## src/rtl/door_animation_param_if.sv

```systemverilog
// Door animation bus: open/obstruct requests toward the controller, LED pattern and status back.
// Width of leds and position follows N_LEDS so the interface matches the controller parameters.
interface door_animation_param_if #(
  parameter int N_LEDS = 10
) ();
  localparam int H  = N_LEDS / 2;
  localparam int PW = $clog2(H + 1);

  logic              open_btn;
  logic              obstruct;
  logic [N_LEDS-1:0] leds;
  logic [PW-1:0]     position;
  logic              busy;
  logic              door_open;
  logic              door_cycle_complete;

  modport master (
    output open_btn, obstruct,
    input  leds, position, busy, door_open, door_cycle_complete
  );

  modport slave (
    input  open_btn, obstruct,
    output leds, position, busy, door_open, door_cycle_complete
  );
endinterface

```

## src/rtl/door_animation_param.sv

```systemverilog
// Two-leaf sliding door LED animation: opens from the centre, holds, closes, pulses on completion.
// Optional obstruction re-open is enabled by defining DOOR_OBSTRUCT_EN.
module door_animation_param #(
  parameter int N_LEDS     = 10,
  parameter int STEP_TICKS = 4,
  parameter int HOLD_STEPS = 1
) (
  input logic                    clk,
  input logic                    rst_a_p,
  door_animation_param_if.slave  door
);
  localparam int H  = N_LEDS / 2;
  localparam int PW = $clog2(H + 1);
  localparam int TW = (STEP_TICKS > 1) ? $clog2(STEP_TICKS) : 1;
  localparam int HW = (HOLD_STEPS > 1) ? $clog2(HOLD_STEPS) : 1;

  localparam logic [PW-1:0] POS_FULL  = PW'(H);
  localparam logic [TW-1:0] TICK_LAST = TW'(STEP_TICKS - 1);
  localparam logic [HW-1:0] HOLD_LAST = HW'(HOLD_STEPS - 1);
  localparam bit            H_IS_ONE  = (H == 1);

  typedef enum logic [1:0] {IDLE, OPENING, HOLD, CLOSING} state_t;

  state_t            state, state_next;
  logic [PW-1:0]     pos, pos_next;
  logic [TW-1:0]     tick, tick_next;
  logic [HW-1:0]     hold_cnt, hold_next;
  logic              complete_next;
  logic              step;
  logic [N_LEDS-1:0] leds_q;
  logic              busy_q, open_q, done_q;

  // Panels stay lit outside the centre gap of 2k LEDs.
  function automatic logic [N_LEDS-1:0] pattern(input logic [PW-1:0] k);
    logic [N_LEDS-1:0] p;
    for (int i = 0; i < N_LEDS; i++) begin
      p[i] = (i < H - int'(k)) || (i >= H + int'(k));
    end
    return p;
  endfunction

  assign step = (tick == TICK_LAST);

  always_comb begin
    state_next    = state;
    pos_next      = pos;
    tick_next     = step ? '0 : tick + 1'b1;
    hold_next     = hold_cnt;
    complete_next = 1'b0;
    case (state)
      IDLE: begin
        tick_next = '0;
        if (door.open_btn) begin
          pos_next   = PW'(1);
          hold_next  = '0;
          state_next = H_IS_ONE ? HOLD : OPENING;
        end
      end
      OPENING: begin
        if (step) begin
          pos_next = pos + 1'b1;
          if (pos + 1'b1 == POS_FULL) begin
            state_next = HOLD;
            hold_next  = '0;
          end
        end
      end
      HOLD: begin
`ifdef DOOR_OBSTRUCT_EN
        if (door.obstruct) begin
          hold_next = '0;
        end else
`endif
        if (step) begin
          if (hold_cnt == HOLD_LAST) begin
            pos_next = POS_FULL - 1'b1;
            if (H_IS_ONE) begin
              state_next    = IDLE;
              complete_next = 1'b1;
              tick_next     = '0;
            end else begin
              state_next = CLOSING;
            end
          end else begin
            hold_next = hold_cnt + 1'b1;
          end
        end
      end
      CLOSING: begin
`ifdef DOOR_OBSTRUCT_EN
        // Obstruction beats a coinciding step: the door re-opens from where it is.
        if (door.obstruct) begin
          state_next = OPENING;
          tick_next  = '0;
        end else
`endif
        if (step) begin
          pos_next = pos - 1'b1;
          if (pos == PW'(1)) begin
            state_next    = IDLE;
            complete_next = 1'b1;
            tick_next     = '0;
          end
        end
      end
      default: state_next = IDLE;
    endcase
  end

  always_ff @(posedge clk) begin
    if (rst_a_p) begin
      state    <= IDLE;
      pos      <= '0;
      tick     <= '0;
      hold_cnt <= '0;
      leds_q   <= '1;
      busy_q   <= 1'b0;
      open_q   <= 1'b0;
      done_q   <= 1'b0;
    end else begin
      state    <= state_next;
      pos      <= pos_next;
      tick     <= tick_next;
      hold_cnt <= hold_next;
      leds_q   <= pattern(pos_next);
      busy_q   <= (state_next != IDLE);
      open_q   <= (pos_next == POS_FULL);
      done_q   <= complete_next;
    end
  end

`ifndef DOOR_OBSTRUCT_EN
  logic unused_obstruct;
  assign unused_obstruct = door.obstruct;
`endif

  assign door.leds                = leds_q;
  assign door.position            = pos;
  assign door.busy                = busy_q;
  assign door.door_open           = open_q;
  assign door.door_cycle_complete = done_q;
endmodule

```

## src/flat_wrapper.sv

```systemverilog
// flat-port wrapper written by rule: the top's interface ports become plain ports
module door_animation_param_flat 
#(
  parameter int N_LEDS     = 10,
  parameter int STEP_TICKS = 4,
  parameter int HOLD_STEPS = 1
)
  (clk, rst_a_p, door_open_btn, door_obstruct, door_leds, door_position, door_busy, door_door_open, door_door_cycle_complete);
  door_animation_param_if #(.N_LEDS(N_LEDS)) door_i ();
  input logic clk;
  input logic rst_a_p;
  input wire logic [$bits(door_i.open_btn)-1:0] door_open_btn;
  input wire logic [$bits(door_i.obstruct)-1:0] door_obstruct;
  output wire logic [$bits(door_i.leds)-1:0] door_leds;
  output wire logic [$bits(door_i.position)-1:0] door_position;
  output wire logic [$bits(door_i.busy)-1:0] door_busy;
  output wire logic [$bits(door_i.door_open)-1:0] door_door_open;
  output wire logic [$bits(door_i.door_cycle_complete)-1:0] door_door_cycle_complete;
  assign door_i.open_btn = door_open_btn;
  assign door_i.obstruct = door_obstruct;
  assign door_leds = door_i.leds;
  assign door_position = door_i.position;
  assign door_busy = door_i.busy;
  assign door_door_open = door_i.door_open;
  assign door_door_cycle_complete = door_i.door_cycle_complete;
  door_animation_param #(.N_LEDS(N_LEDS), .STEP_TICKS(STEP_TICKS), .HOLD_STEPS(HOLD_STEPS)) u_core (.clk(clk), .rst_a_p(rst_a_p), .door(door_i));
endmodule
```

## config.mk

```make
export PLATFORM = sky130hd
export DESIGN_NAME = door_animation_param_flat
export DESIGN_NICKNAME = d
export VERILOG_FILES = /design/src/rtl/door_animation_param_if.sv /design/src/rtl/door_animation_param.sv /design/src/flat_wrapper.sv
export SDC_FILE = /design/constraint.sdc
export NUM_CORES = 1
export LEC_CHECK = 0
export BUFFER_PORTS_ARGS = -buffer_cell sky130_fd_sc_hd__clkbuf_2
export CELL_PAD_IN_SITES_DETAIL_PLACEMENT = 1
export CELL_PAD_IN_SITES_GLOBAL_PLACEMENT = 1
export CORE_MARGIN = 2
export CORE_UTILIZATION = 42
export CTS_CLUSTER_SIZE = 16
export DETAILED_ROUTE_END_ITERATION = 8
export GPL_ROUTABILITY_DRIVEN = 0
export GPL_TIMING_DRIVEN = 0
export PLACE_DENSITY = 0.88
export RECOVER_POWER = 50
export SETUP_SLACK_MARGIN = 0.02
export SLEW_MARGIN = 20
export SYNTH_ARGS = -nofsm -noshare
export SYNTH_HDL_FRONTEND = slang
export SYNTH_SLANG_ARGS = --single-unit
```

## constraint.sdc

```tcl
create_clock -name clk -period 3.12 [get_ports clk]
set_clock_uncertainty 0.1 [all_clocks]
set_input_delay 0.312 -clock clk [delete_from_list [all_inputs] [get_ports clk]]
set_output_delay 0.312 -clock clk [all_outputs]
set_load 0.02 [all_outputs]
```

==> results, run 1 <==
- Of the synthesized area, sequential elements account for 33.2%.
- Measured against its own limit, the worst slew margin works out to roughly 66%.
- Setup repair after global routing left no endpoint under its margin.
- The starting DRC count in detailed routing is 26.
- The number of antenna violations at the first check in global routing is 0.
- The mapped cell area is 1210 um2.
- The pin count of the biggest net entering global routing is 13.
- In the routed layout, each cell is associated on average with a via count of approximately 5.7.
- The die is 57.6 um tall.
- The switching component of the power is 0.654 mW.
- The repair_antennas step left the layout with diodes totalling 0.
- After detailed routing, the average wire length per cell comes to 16.3 um.
- The detailed-routing iteration count for the pre-antenna-repair pass is 4.
- The routed layout has 1032 vias.
- The final layout contains routed wiring with a total length of 2950 um.
- The tightest hold margin is 0.226 ns.
- The first global-routing pass estimated 4650 um of wire.
- The xor and xnor fraction of the mapped netlist area is 1.45%.
- Traced cell by cell, the critical path runs through inv_1 > ha_1 > mux2_2 > a22oi_1 > a2bb2oi_4 > inv_1 > ha_1 > a221o_2 > o221ai_2.
- The count of synthesis-stage warnings from yosys is 0.
- The final setup TNS is 0 ns.
- The floorplan has 19 rows.
- The family of cells with the greatest summed delay on the critical path is compound AO/OA/AOI/OAI gates.
- The total power divided by cell area is 1040 nW/um2.
- The tightest min-delay check is of the in -> reg type.
- The die area is 3320 um2.
- The arrival time at the worst endpoint is 3.12 ns.
- The fraction of the mapped netlist area in compound gates is between 20% and 30%.
- The total overflow left after global routing is 0.
- Summed over all cells, the static leakage comes to approximately 0.60 nW.
- The slew at the pin with the worst max-slew slack is approximately 0.51 ns.
- Across the run, the number of max-cap violations was 0.
- The number of global-route vias before repair was roughly 1000.
- The worst ir drop on vdd is between 0.5 and 0.6 mV.
- The count of antenna-violating nets left after detailed routing is 0.
- By area, the combinational part of the netlist is dominated by compound AO/OA/AOI/OAI gates.
- The predominant post-synthesis flop cell is sky130_fd_sc_hd__dfxtp_1.
- In this run the post-CTS setup repair buffer count came out at 0.
- The final-report setup violation count is 0.
- In the final design database the tool counted 176 nets.
- The largest buffer count on any clock path is 2.
- The final period demand of the worst path is 2.96 ns.
- The synthesized netlist devotes approximately an eighth of its cell area to simple gates.
- The internal portion of the total power is 0.797 mW.
- Summing the areas of all fa, ha and maj instances in the mapped netlist gives 21.8% of the synthesized area.
- The post-synthesis cell type count is 42.
- At the placement stage, the worst setup path has a slack of -0.151 ns.
- For this run, the share of the core covered by cells in the final layout is 50.8%.
- The type of destination of the critical path is a flop.
- The period utilization is 94.9%.
- In this design, the stage delay of the slowest critical-path cell is ~0.44 ns.
- Pin placement for this block handled 20 I/O pins.
- The part of the power in the clock network is 15.3%.
- The count of hold buffers inserted by post-cts repair is 0.
- The final max-slew violation count came to 0.
- The net switching fraction of the power is 45.1%.
- The core region is 2730 um2.
- The mean area per synthesized cell is 9.43 um2.
- The filler cells instantiated in the layout total 334.
- CTS placed an instance of sky130_fd_sc_hd__clkbuf_4 at the clock tree root.
- Counting flops and latches in the post-synthesis netlist gives 20.
- The global router's overall resource usage is 18.6%.
- The flow ran to the end, and the final reports show no timing, DRC or antenna violations.
- The power share of the sequential group is 28.0%.
- In this run the number of H-tree levels came out at 1.
- The setup slack after layout is ~0.16 ns.
- The post-detailed-route DRC marker count is 0.
- Clock latency on the worst-skew pair, taken at its later pin, is 0.32 ns.
- The largest individual stage delay along the critical path comes from the cell sky130_fd_sc_hd__dfxtp_1.
- The fraction of final layout cells with drive strength greater than 1 is approximately 16%.
- The type of the worst setup path is reg -> reg.
- For this configuration, the core starts out at a cell density of 44.2%.
- The total of buffers placed on input and output ports is 18.
- The area growth from synthesis to layout is 15.1%.
- TritonCTS built the clock tree.
- The number of nets handed over by synthesis was 153.
- The synthesized instance count is 128.
- The critical path startpoint category is a flop.
- Based on the critical path, the design can be clocked at up to between 300 and 400 MHz.
- Together, buffers and inverters on the worst path number 2.
- The placed wire-length estimate is about 2100 um.
- Of the total power, combinational logic draws between 50% and 60%.
- For this design, the sink count on the clock tree is 20.
- The number of failing hold endpoints at the final stage is 0.
- The critical path required time is 3.28 ns.
- Buffers inserted during clock tree synthesis total 3.
- Measured along the x axis, the die boundary spans 57.6 um.
- Of all nets on the critical path, the largest fanout is 8.
- After synthesis, the share of flip-flops with an asynchronous set or reset is 0%.
- The post-synthesis mux area share is less than 1%.
- The clock input transition at the sequential cells of the worst setup and hold paths is 0.13 ns.
- The count of flip-flops with a built-in enable after synthesis is 0.
## synthesized netlist by cell type (all sizes together) (2+ instances only)
library cell	number	area share, %
a21oi	7	2.9
or2	2	1.0
nand2	6	1.9
inv	14	4.4
xnor2	2	1.5
dfxtp	20	33
clkbuf	2	0.62
ha	21	22
a311o	2	1.7
nor2	12	3.7
o21ai	9	3.7
a21boi	3	2.2
o211ai	2	1.2
## state kept, by name, indices dropped and copies added, names as in the netlist
register	cells
u_core.door.door_open	1
u_core.door.leds	10
u_core.door.busy	1
u_core.door.position	3
u_core.tick	2
u_core.door.door_cycle_complete	1
u_core.state	2
## worst reg2reg max path, cell delays in order, from the launching register on
cell and delay (ns):
sky130_fd_sc_hd__dfxtp_1 0.44, sky130_fd_sc_hd__inv_1 0.12, sky130_fd_sc_hd__ha_1 0.31, sky130_fd_sc_hd__mux2_2 0.33, sky130_fd_sc_hd__a22oi_1 0.27, sky130_fd_sc_hd__a2bb2oi_4 0.29
sky130_fd_sc_hd__inv_1 0.18, sky130_fd_sc_hd__ha_1 0.26, sky130_fd_sc_hd__a221o_2 0.43, sky130_fd_sc_hd__o221ai_2 0.16
## placed cells by master, fill, tap and decap left out, drive strengths merged, types with 2 or more instances in the layout
master / instances
nor2: 12
clkbuf: 23
dfxtp: 20
xnor2: 2
inv: 14
o21ai: 9
or2: 2
nand2: 6
ha: 21
a311o: 2
o211ai: 2
a21boi: 3
a21oi: 7
## metal layers
metal	up-vias	global-route usage, %	share of wire [%]
met5	-	0	0
met4	0	10.3	2.2
met3	7	2.90	3.4
met2	23	31.0	48
met1	509	22.7	46
li1	493	-	-
## cells by family (layout without fill, tap and decap cells)
| kind of cell | count (synthesis) | after routing |
|---|---|---|
| buffers and inverters | 17 | 39 |
| DFF | 20 | 20 |
| and+or+nand+nor | 30 | 30 |
| muxes | 1 | 1 |
| AOI/OAI and AO/OA | 37 | 37 |
| adders and majority gates | 21 | 21 |
| xor gates and xnor gates | 2 | 2 |
## power by group through the flow
| stage | combinational, mW | clock (mW) | sequential [mW] |
|---|---|---|---|
| floorplan | 0.501 | 0 | 0.502 |
| global placement | 0.768 | 0 | 0.409 |
| detailed placement | 0.807 | 0 | 0.415 |
| CTS | 0.824 | 0.223 | 0.409 |
| global route | 0.903 | 0.236 | 0.418 |
| finish | 0.822 | 0.222 | 0.407 |
## path summary, 6_finish.rpt
path                                 from             endpoint  slack [ns]  depth (start not counted)
setup / recovery  u_core.door.position[0]  u_core.door.leds[1]        0.16                          9
hold / removal                    rst_a_p  u_core.door.leds[7]        0.23                          3
setup reg to reg  u_core.door.position[0]  u_core.door.leds[1]        0.16                          9
hold reg to reg            u_core.tick[0]       u_core.tick[0]        0.37                          1
## metrics by stage
stage | power (mW) | cell area, um2 | std cells
after floorplan | 1.00 | 1210 | 128
after global placement | 1.18 | 1340 | 177
after detailed placement | 1.22 | 1340 | 177
after CTS | 1.45 | 1400 | 181
after global routing | 1.56 | 1390 | 181
final | 1.45 | 1390 | 181
## layout make-up
cell class,count,area [um2],area share (%)
inverter,14,52.6,3.78
timing repair buffer,18,72.6,5.22
multi-input combinational,91,753,54.2
clock inverter,1,30.0,2.16
clock buffer,3,22.5,1.62
sequential,20,402,28.9
tap,31,38.8,2.79
buffer,3,18.8,1.35
## what timing repair did
| item | CTS | global route |
|---|---|---|
| hold endpoints to repair | 0 | 0 |
| pin swaps | 0 | 0 |
| resized for setup | 1 | 2 |
| setup endpoints to repair | 10 | 9 |
No activity file was read; power rests on OpenSTA's default activity.
==> run 2: changes to the inputs <==
--- a/config.mk
+++ b/config.mk
@@ -9,15 +9,15 @@
 export CELL_PAD_IN_SITES_DETAIL_PLACEMENT = 1
 export CELL_PAD_IN_SITES_GLOBAL_PLACEMENT = 1
 export CORE_MARGIN = 2
-export CORE_UTILIZATION = 42
+export CORE_UTILIZATION = 35
 export CTS_CLUSTER_SIZE = 16
 export DETAILED_ROUTE_END_ITERATION = 8
 export GPL_ROUTABILITY_DRIVEN = 0
 export GPL_TIMING_DRIVEN = 0
-export PLACE_DENSITY = 0.88
+export HOLD_SLACK_MARGIN = 0.12
+export PLACE_DENSITY = 0.77
 export RECOVER_POWER = 50
 export SETUP_SLACK_MARGIN = 0.02
-export SLEW_MARGIN = 20
 export SYNTH_ARGS = -nofsm -noshare
 export SYNTH_HDL_FRONTEND = slang
 export SYNTH_SLANG_ARGS = --single-unit
==> run 2 against run 1 <==
Net effect:
- largest cell class unchanged
- critical path depth did not move
- clock power fell by 3%
- final cell count rose by 8.3%
- worst hold slack improved by 0.030 ns
- combinational power fell by 2%
- first-iteration DRC count rose by 27%
- critical endpoint unchanged
- register-to-register slack improved by 0.02 ns
- sequential cell count did not move
- fmax rose by 0.79%
- sequential power barely moved
- die area rose by 19%
==> results, run 2 (synthesized netlist as in run 1, its figures left out) <==
- The critical path required time is 3.26 ns.
- The starting density of the core is between 30% and 40%.
- The CTS sink count is 20.
- The top fanout value on the critical path is 8.
- In this run the tightest slew margin relative to its limit is 66.8%.
- The total of buffers placed on input and output ports is 18.
- OpenSTA, run right after detailed placement, puts the worst setup slack at -0.118 ns.
- Dividing the detail-routed wire length by the instance count gives 14.6 um.
- The maximum achievable frequency is 340 MHz.
- The top-level port count is 20.
- After floorplanning, the core was divided into 21 placement rows.
- Dividing the final minimum period by the clock period gives 94.2%.
- The critical path startpoint category is a flop.
- The type of the worst setup path is reg -> reg.
- The floorplan step set the die width to between 60 and 70 um.
- For this design the static power due to leakage is 0.597 nW.
- The number of antenna violations at the first check in global routing is 0.
- For this block, wires on met1 add up to 1310 um.
- The routed design uses ~1400 um of met2 wire.
- Dividing total power by cell area gives a power density of 1020 nW/um2.
- The register with the most flip-flops in the layout has 10 of them.
- After detailed routing, the met3 layer carries 57 um of wire.
- The number of max-cap violations is 0.
- The fraction of final layout cells with drive strength greater than 1 is approximately 14%.
- The floorplan step set the die height to around 63 um.
- The total overflow left after global routing is 0.
- The final max-slew violation count came to 0.
- Leaving out fill and tap cells, the most frequent cell in the layout is sky130_fd_sc_hd__ha_1.
- The library cells used most frequently in the layout, excluding fill and tap cells, are 21 x sky130_fd_sc_hd__ha_1, 20 x sky130_fd_sc_hd__dfxtp_1, 18 x sky130_fd_sc_hd__clkbuf_1.
- Global routing consumed, over all layers together, 16.5% of the routing resources.
- The type of destination of the critical path is a flop.
- No sink is reached through more buffers than the 2 on the longest clock path.
- In this run, the number of DRC markers left after iteration 0 of detailed routing was 33.
- The clock tree root driver cell is sky130_fd_sc_hd__clkbuf_4.
- Counting the fill cells in the layout gives between 400 and 500.
- The number of placed instances, taps included, is ~190.
- The worst ir drop on vdd is ~0.24 mV.
- The count of antenna-violating nets left after detailed routing is 0.
- The number of antenna diodes is 0.
- The path class of the tightest hold or removal check is in -> reg.
- The pin count of the biggest net entering global routing is 13.
- In the post-route analysis, the smallest setup slack over all paths is 0.181 ns.
- The final-report setup violation count is 0.
- The run finished with clean final reports.
- The final period demand of the worst path is 2.94 ns.
- The filler-free cell count of the finished design is 196.
- The aggregate routed wire length is 2870 um.
- CTS built an H-tree with a depth of 1.
- The slew at the pin with the worst max-slew slack is 0.498 ns.
- In the routed layout, each cell is associated on average with a via count of 5.04.
- Clock-pin slew was measured on the worst setup and hold paths at 0.12 ns.
- Data on the critical path arrives at its endpoint at 3.08 ns.
- Relative to the synthesized area, the layout overhead comes to 16.4%.
- The placed wire-length estimate is 2150 um.
- The number of global-route vias before repair is approximately 1100.
- The uppermost layer routed is met4.
- The number of nets in the layout is between 150 and 200.
- The wire length of the first global-routing pass is between 5000 and 6000 um.
- The core outline area is 3340 um2.
- The number of failing hold endpoints at the final stage is 0.
- TritonCTS built the clock tree.
- The clock network latency to the later pin of the worst-skew pair is 0.30 ns.
- The post-detailed-route DRC marker count is 0.
- The total CTS buffers is 3.
- The number of vias after detailed routing is 987.
- The die covers between 3000 and 4000 um2.
- Setup repair after global routing left no endpoint under its margin.
- The first detailed-routing pass took 4 iterations.
[run 2: through the flow]
stage          util [%]  power (mW)  instance area, um2  TNS, ns  hold slack (ns)
3_3_place_gp       40.6        1.18                1360  -0.0837            0.346
5_1_grt            42.1        1.56                1410        0            0.261
2_1_floorplan         -        1.00                1210        0            0.336
3_5_place_dp       40.6        1.22                1360   -0.780            0.369
4_1_cts            42.4        1.45                1410        0            0.253
6_report           42.1        1.43                1410        0            0.256
[run 2: cell type report]
cell class                      count  area, um2  area share, %
Buffer                              3       18.8           1.34
Clock buffer                        3       22.5           1.60
Clock inverter                      1       30.0           2.14
Inverter                           14       52.6           3.74
Multi-Input combinational cell     91        753           53.6
Sequential cell                    20        400           28.5
Tap cell                           46       57.6           4.10
Timing Repair Buffer               18       70.1           4.99
[run 2: report_power, final]
part           switching, mW  leakage, nW  internal (mW)
clock                 0.0854       0.0279          0.130
combinational          0.496        0.405          0.311
sequential            0.0551        0.165          0.352
total                  0.636        0.597          0.793
[run 2: critical path, stage by stage, from the launching register on]
cell	delay, ns
sky130_fd_sc_hd__dfxtp_1	0.47
sky130_fd_sc_hd__inv_1	0.10
sky130_fd_sc_hd__ha_1	0.29
sky130_fd_sc_hd__mux2_2	0.32
sky130_fd_sc_hd__a22oi_1	0.26
sky130_fd_sc_hd__a2bb2oi_4	0.29
sky130_fd_sc_hd__inv_1	0.16
sky130_fd_sc_hd__ha_1	0.26
sky130_fd_sc_hd__a221o_2	0.43
sky130_fd_sc_hd__o221ai_2	0.17
[run 2: per-layer routing]
layer  vias up  global-route usage, %
li1        492                      -
met1       474                   19.3
met2        15                   29.8
met3         6                   2.34
met4         0                   6.67
met5         -                      0
[run 2: what timing repair did]
item,CTS,global route
endpoints found under the setup margin,10,9
pin swaps,0,0
resized for setup,1,1
buffers inserted,0,0
hold buffers,0,0
[run 2: path summary, 6_finish.rpt]
kind | start | to | slack, ns | cells after the start
setup / recovery | u_core.door.position[1] | u_core.door.leds[1] | 0.18 | 9
hold / removal | rst_a_p | u_core.door.leds[7] | 0.26 | 3
setup reg to reg | u_core.door.position[1] | u_core.door.leds[1] | 0.18 | 9
hold reg to reg | u_core.tick[0] | u_core.tick[0] | 0.37 | 1
==> run 3: changes to the inputs <==
--- a/config.mk
+++ b/config.mk
@@ -15,8 +15,8 @@
 export GPL_ROUTABILITY_DRIVEN = 0
 export GPL_TIMING_DRIVEN = 0
 export HOLD_SLACK_MARGIN = 0.12
-export PLACE_DENSITY = 0.77
-export RECOVER_POWER = 50
+export PLACE_DENSITY = 0.79
+export RECOVER_POWER = 25
 export SETUP_SLACK_MARGIN = 0.02
 export SYNTH_ARGS = -nofsm -noshare
 export SYNTH_HDL_FRONTEND = slang
==> constraint.sdc (replaced) <==
create_clock -name clk -period 2.6 [get_ports clk]
set_clock_uncertainty 0.1 [all_clocks]
set_input_delay 0.26 -clock clk [delete_from_list [all_inputs] [get_ports clk]]
set_output_delay 0.26 -clock clk [all_outputs]
set_load 0.02 [all_outputs]
==> run 3 against run 2 <==
Net effect:
- worst hold slack worse by 0.069 ns
- critical path depth did not move
- global-route usage grew 0.74 points
- clock-buffer cell count up 1
- total power is 31% higher
- die area unchanged
- combinational power up 43%
- sequential cell count unchanged
- final area rose by 9.9%
- non-clock buffer count increased by 6
- critical path type unchanged
==> results, run 3 (synthesized netlist as in run 1, its figures left out) <==
- The flow ran to the end, and the final reports show no timing, DRC or antenna violations.
- The core region is 3340 um2.
- The endpoint identified for the worst register-to-register timing path is u_core.door.leds[2].
- The total overflow left after global routing is 0.
- After global routing, the most crowded layer is met2.
- Along the worst hold path, the cell count comes to 3.
- The clock input transition at the sequential cells of the worst setup and hold paths is 0.13 ns.
- The setup slack of the most critical reg-to-reg path is 0.07 ns.
- The chip width is about 63 um.
- The startpoint identified for the worst register-to-register timing path is u_core.door.position[1].
- The worst setup path is launched from a flop.
- The flip-flop count of the largest register after layout is 10.
- The period utilization is a little over nine tenths.
- For this run, the total global-route usage over all layers was measured as 17.2%.
- The number of H-tree branching levels is 1.
- The critical path required time is 2.72 ns.
- Entering global routing, the biggest net connects 13 pins.
- The startpoint of the tightest hold check path is rst_a_p.
- At the end of the flow, the number of nets in the layout was 182.
- The repair_antennas step left the layout with diodes totalling 0.
- The die area is just under 4000 um2.
- The final-report setup violation count is 0.
- The top fanout value on the critical path is 5.
- The number of failing hold endpoints at the final stage is 0.
- TritonCTS created 3 clock buffers.
- The cell leakage power is 0.655 nW.
- The number of vias after detailed routing is 1050.
- The first global-routing pass estimated 5320 um of wire.
- The worst hold path terminates at u_core.door.leds[7].
- In this run the tool buffered the top-level ports with 18 buffer cells.
- The later pin in the worst-skew pair is clocked with a latency of 0.32 ns.
- The finished layout holds 202 standard cells, fillers aside.
- The tree is rooted in a sky130_fd_sc_hd__clkbuf_4.
- In this run the worst hold path is classified as in -> reg.
- The top-level port count is 20.
- In the final layout, the share of cells above drive strength 1 is between 30% and 40%.
- Once the floorplan was initialized, standard cells occupied 36.2% of the core.
- Using the TritonRoute via totals, the vias-per-cell ratio works out to 5.20.
- The number of fill cells is 404.
- The number of antenna violations at the first check in global routing is 0.
- The number of cells on the worst reg-to-reg path is 9.
- The standard-cell row count is 21.
- Global routing consumed, on the met2 layer, 29.8% of the routing resources.
- Power spread over the standard cell area amounts to about 1200 nW/um2.
- The die height is 62.7 um.
- The TritonCTS clock tree is yes.
- In the layout the commonest cells are 16 x sky130_fd_sc_hd__ha_1, 16 x sky130_fd_sc_hd__dfxtp_1, 11 x sky130_fd_sc_hd__inv_1, 11 x sky130_fd_sc_hd__nor2_1, 10 x sky130_fd_sc_hd__clkbuf_2.
- For this run, design rule violations remaining after detail routing come to 0.
- STA puts the critical path data arrival time at 2.65 ns.
- The clock net in this run drives a total of 20 sinks.
- The number of global-route vias before repair is 1051.
- The first TritonRoute pass finished after 4 iterations.
- The final max-slew violation count was 0.
- At the pin with the least slew margin, the transition time is ~0.51 ns.
- The setup slack at placement is -0.243 ns.
- The met1 usage in global routing is 21.3%.
- Summed over all nets, the half-perimeter wirelength after detailed placement is 2210 um.
- Global routing used 2.88% of the available met3 tracks.
- The setup path with the least slack is of type reg -> reg.
- Derived from the worst setup path, the maximum achievable clock frequency is 395 MHz.
- Max-cap violations in this run came to 0.
- The detail route stage leaves a number of antenna-violating nets equal to 0.
- The final period demand of the worst path is 2.53 ns.
- The setup slack after layout is 0.0693 ns.
- The detailed router finished its first iteration with 58 violations.
- After detailed placement, the design holds a cell count of 192.
- The count of hold buffers inserted by post-cts repair is 0.
- The area growth from synthesis to final layout is 27.9%.
- IR analysis of the VDD net gives a maximum drop of 0.317 mV.
- The aggregate routed wire length is 3410 um.
- The routed wirelength normalized by instance count is 16.9 um.
- In this run the deepest clock path goes through 2 buffers.
- The worst slew slack as a fraction of its limit is 65.9%.
- STA classifies the critical path endpoint as a flop.
==> run 3: cell type report <==
type / instances / area (um2) / area share [%]
Buffer: 2 / 15.0 / 0.972
Clock buffer: 4 / 47.5 / 3.08
Inverter: 14 / 56.3 / 3.65
Multi-Input combinational cell: 91 / 822 / 53.2
Sequential cell: 20 / 413 / 26.7
Tap cell: 46 / 57.6 / 3.73
Timing Repair Buffer: 25 / 133 / 8.59
==> run 3: worst max-delay path by stage <==
stage,startpoint,to,slack (ns),depth (start not counted)
final,u_core.door.position[1],u_core.door.leds[2],0.07,9
after global routing,u_core.state[1],u_core.door.leds[2],-0.002,10
after CTS,u_core.state[1],u_core.door.leds[1],0.02,10
after detailed placement,u_core.state[1],u_core.door.leds[1],-0.24,10
after global placement,u_core.state[1],u_core.door.leds[1],-0.13,10
after floorplan,u_core.door.position[0],u_core.door.leds[1],0.03,9
==> run 3: stage by stage <==
step                      util, %  hold WS, ns  area [um2]  total power, mW  TNS [ns]
after CTS                    43.5        0.187        1450             1.77         0
after global routing         46.3        0.220        1540             2.02  -0.00208
final                        46.3        0.187        1540             1.88         0
after global placement       41.0        0.347        1370             1.43    -0.868
after floorplan                 -        0.336        1220             1.21         0
after detailed placement     41.0        0.396        1370             1.49     -2.05
==> run 3: per-layer routing <==
| layer | share of wire, % | wire length (um) | up-vias |
|---|---|---|---|
| li1 | - | - | 504 |
| met1 | 43 | 1480 | 516 |
| met2 | 51 | 1730 | 22 |
| met3 | 3.1 | 107 | 8 |
| met4 | 2.5 | 86 | 0 |
| met5 | 0 | 0 | - |
==> run 3: repair_timing <==
item,in CTS,in global routing
resized for setup,3,15
buffers inserted,2,5
pin swaps,1,5
setup endpoints to repair,10,10
==> run 3: worst max-delay path, stage by stage (launching register included) <==
cell and delay [ns]:
sky130_fd_sc_hd__dfxtp_4 0.39, sky130_fd_sc_hd__inv_1 0.06, sky130_fd_sc_hd__ha_1 0.27, sky130_fd_sc_hd__mux2_2 0.34
sky130_fd_sc_hd__a22oi_2 0.21, sky130_fd_sc_hd__a2bb2oi_4 0.20, sky130_fd_sc_hd__inv_2 0.10, sky130_fd_sc_hd__ha_1 0.36
sky130_fd_sc_hd__a21oi_1 0.09, sky130_fd_sc_hd__a311o_1 0.32
==> run 3: power by group <==
part	total [mW]	switching (mW)	internal [mW]	leakage [nW]
clock network	0.228	0.111	0.118	0.0261
logic	1.15	0.683	0.470	0.462
registers	0.498	0.0672	0.431	0.167
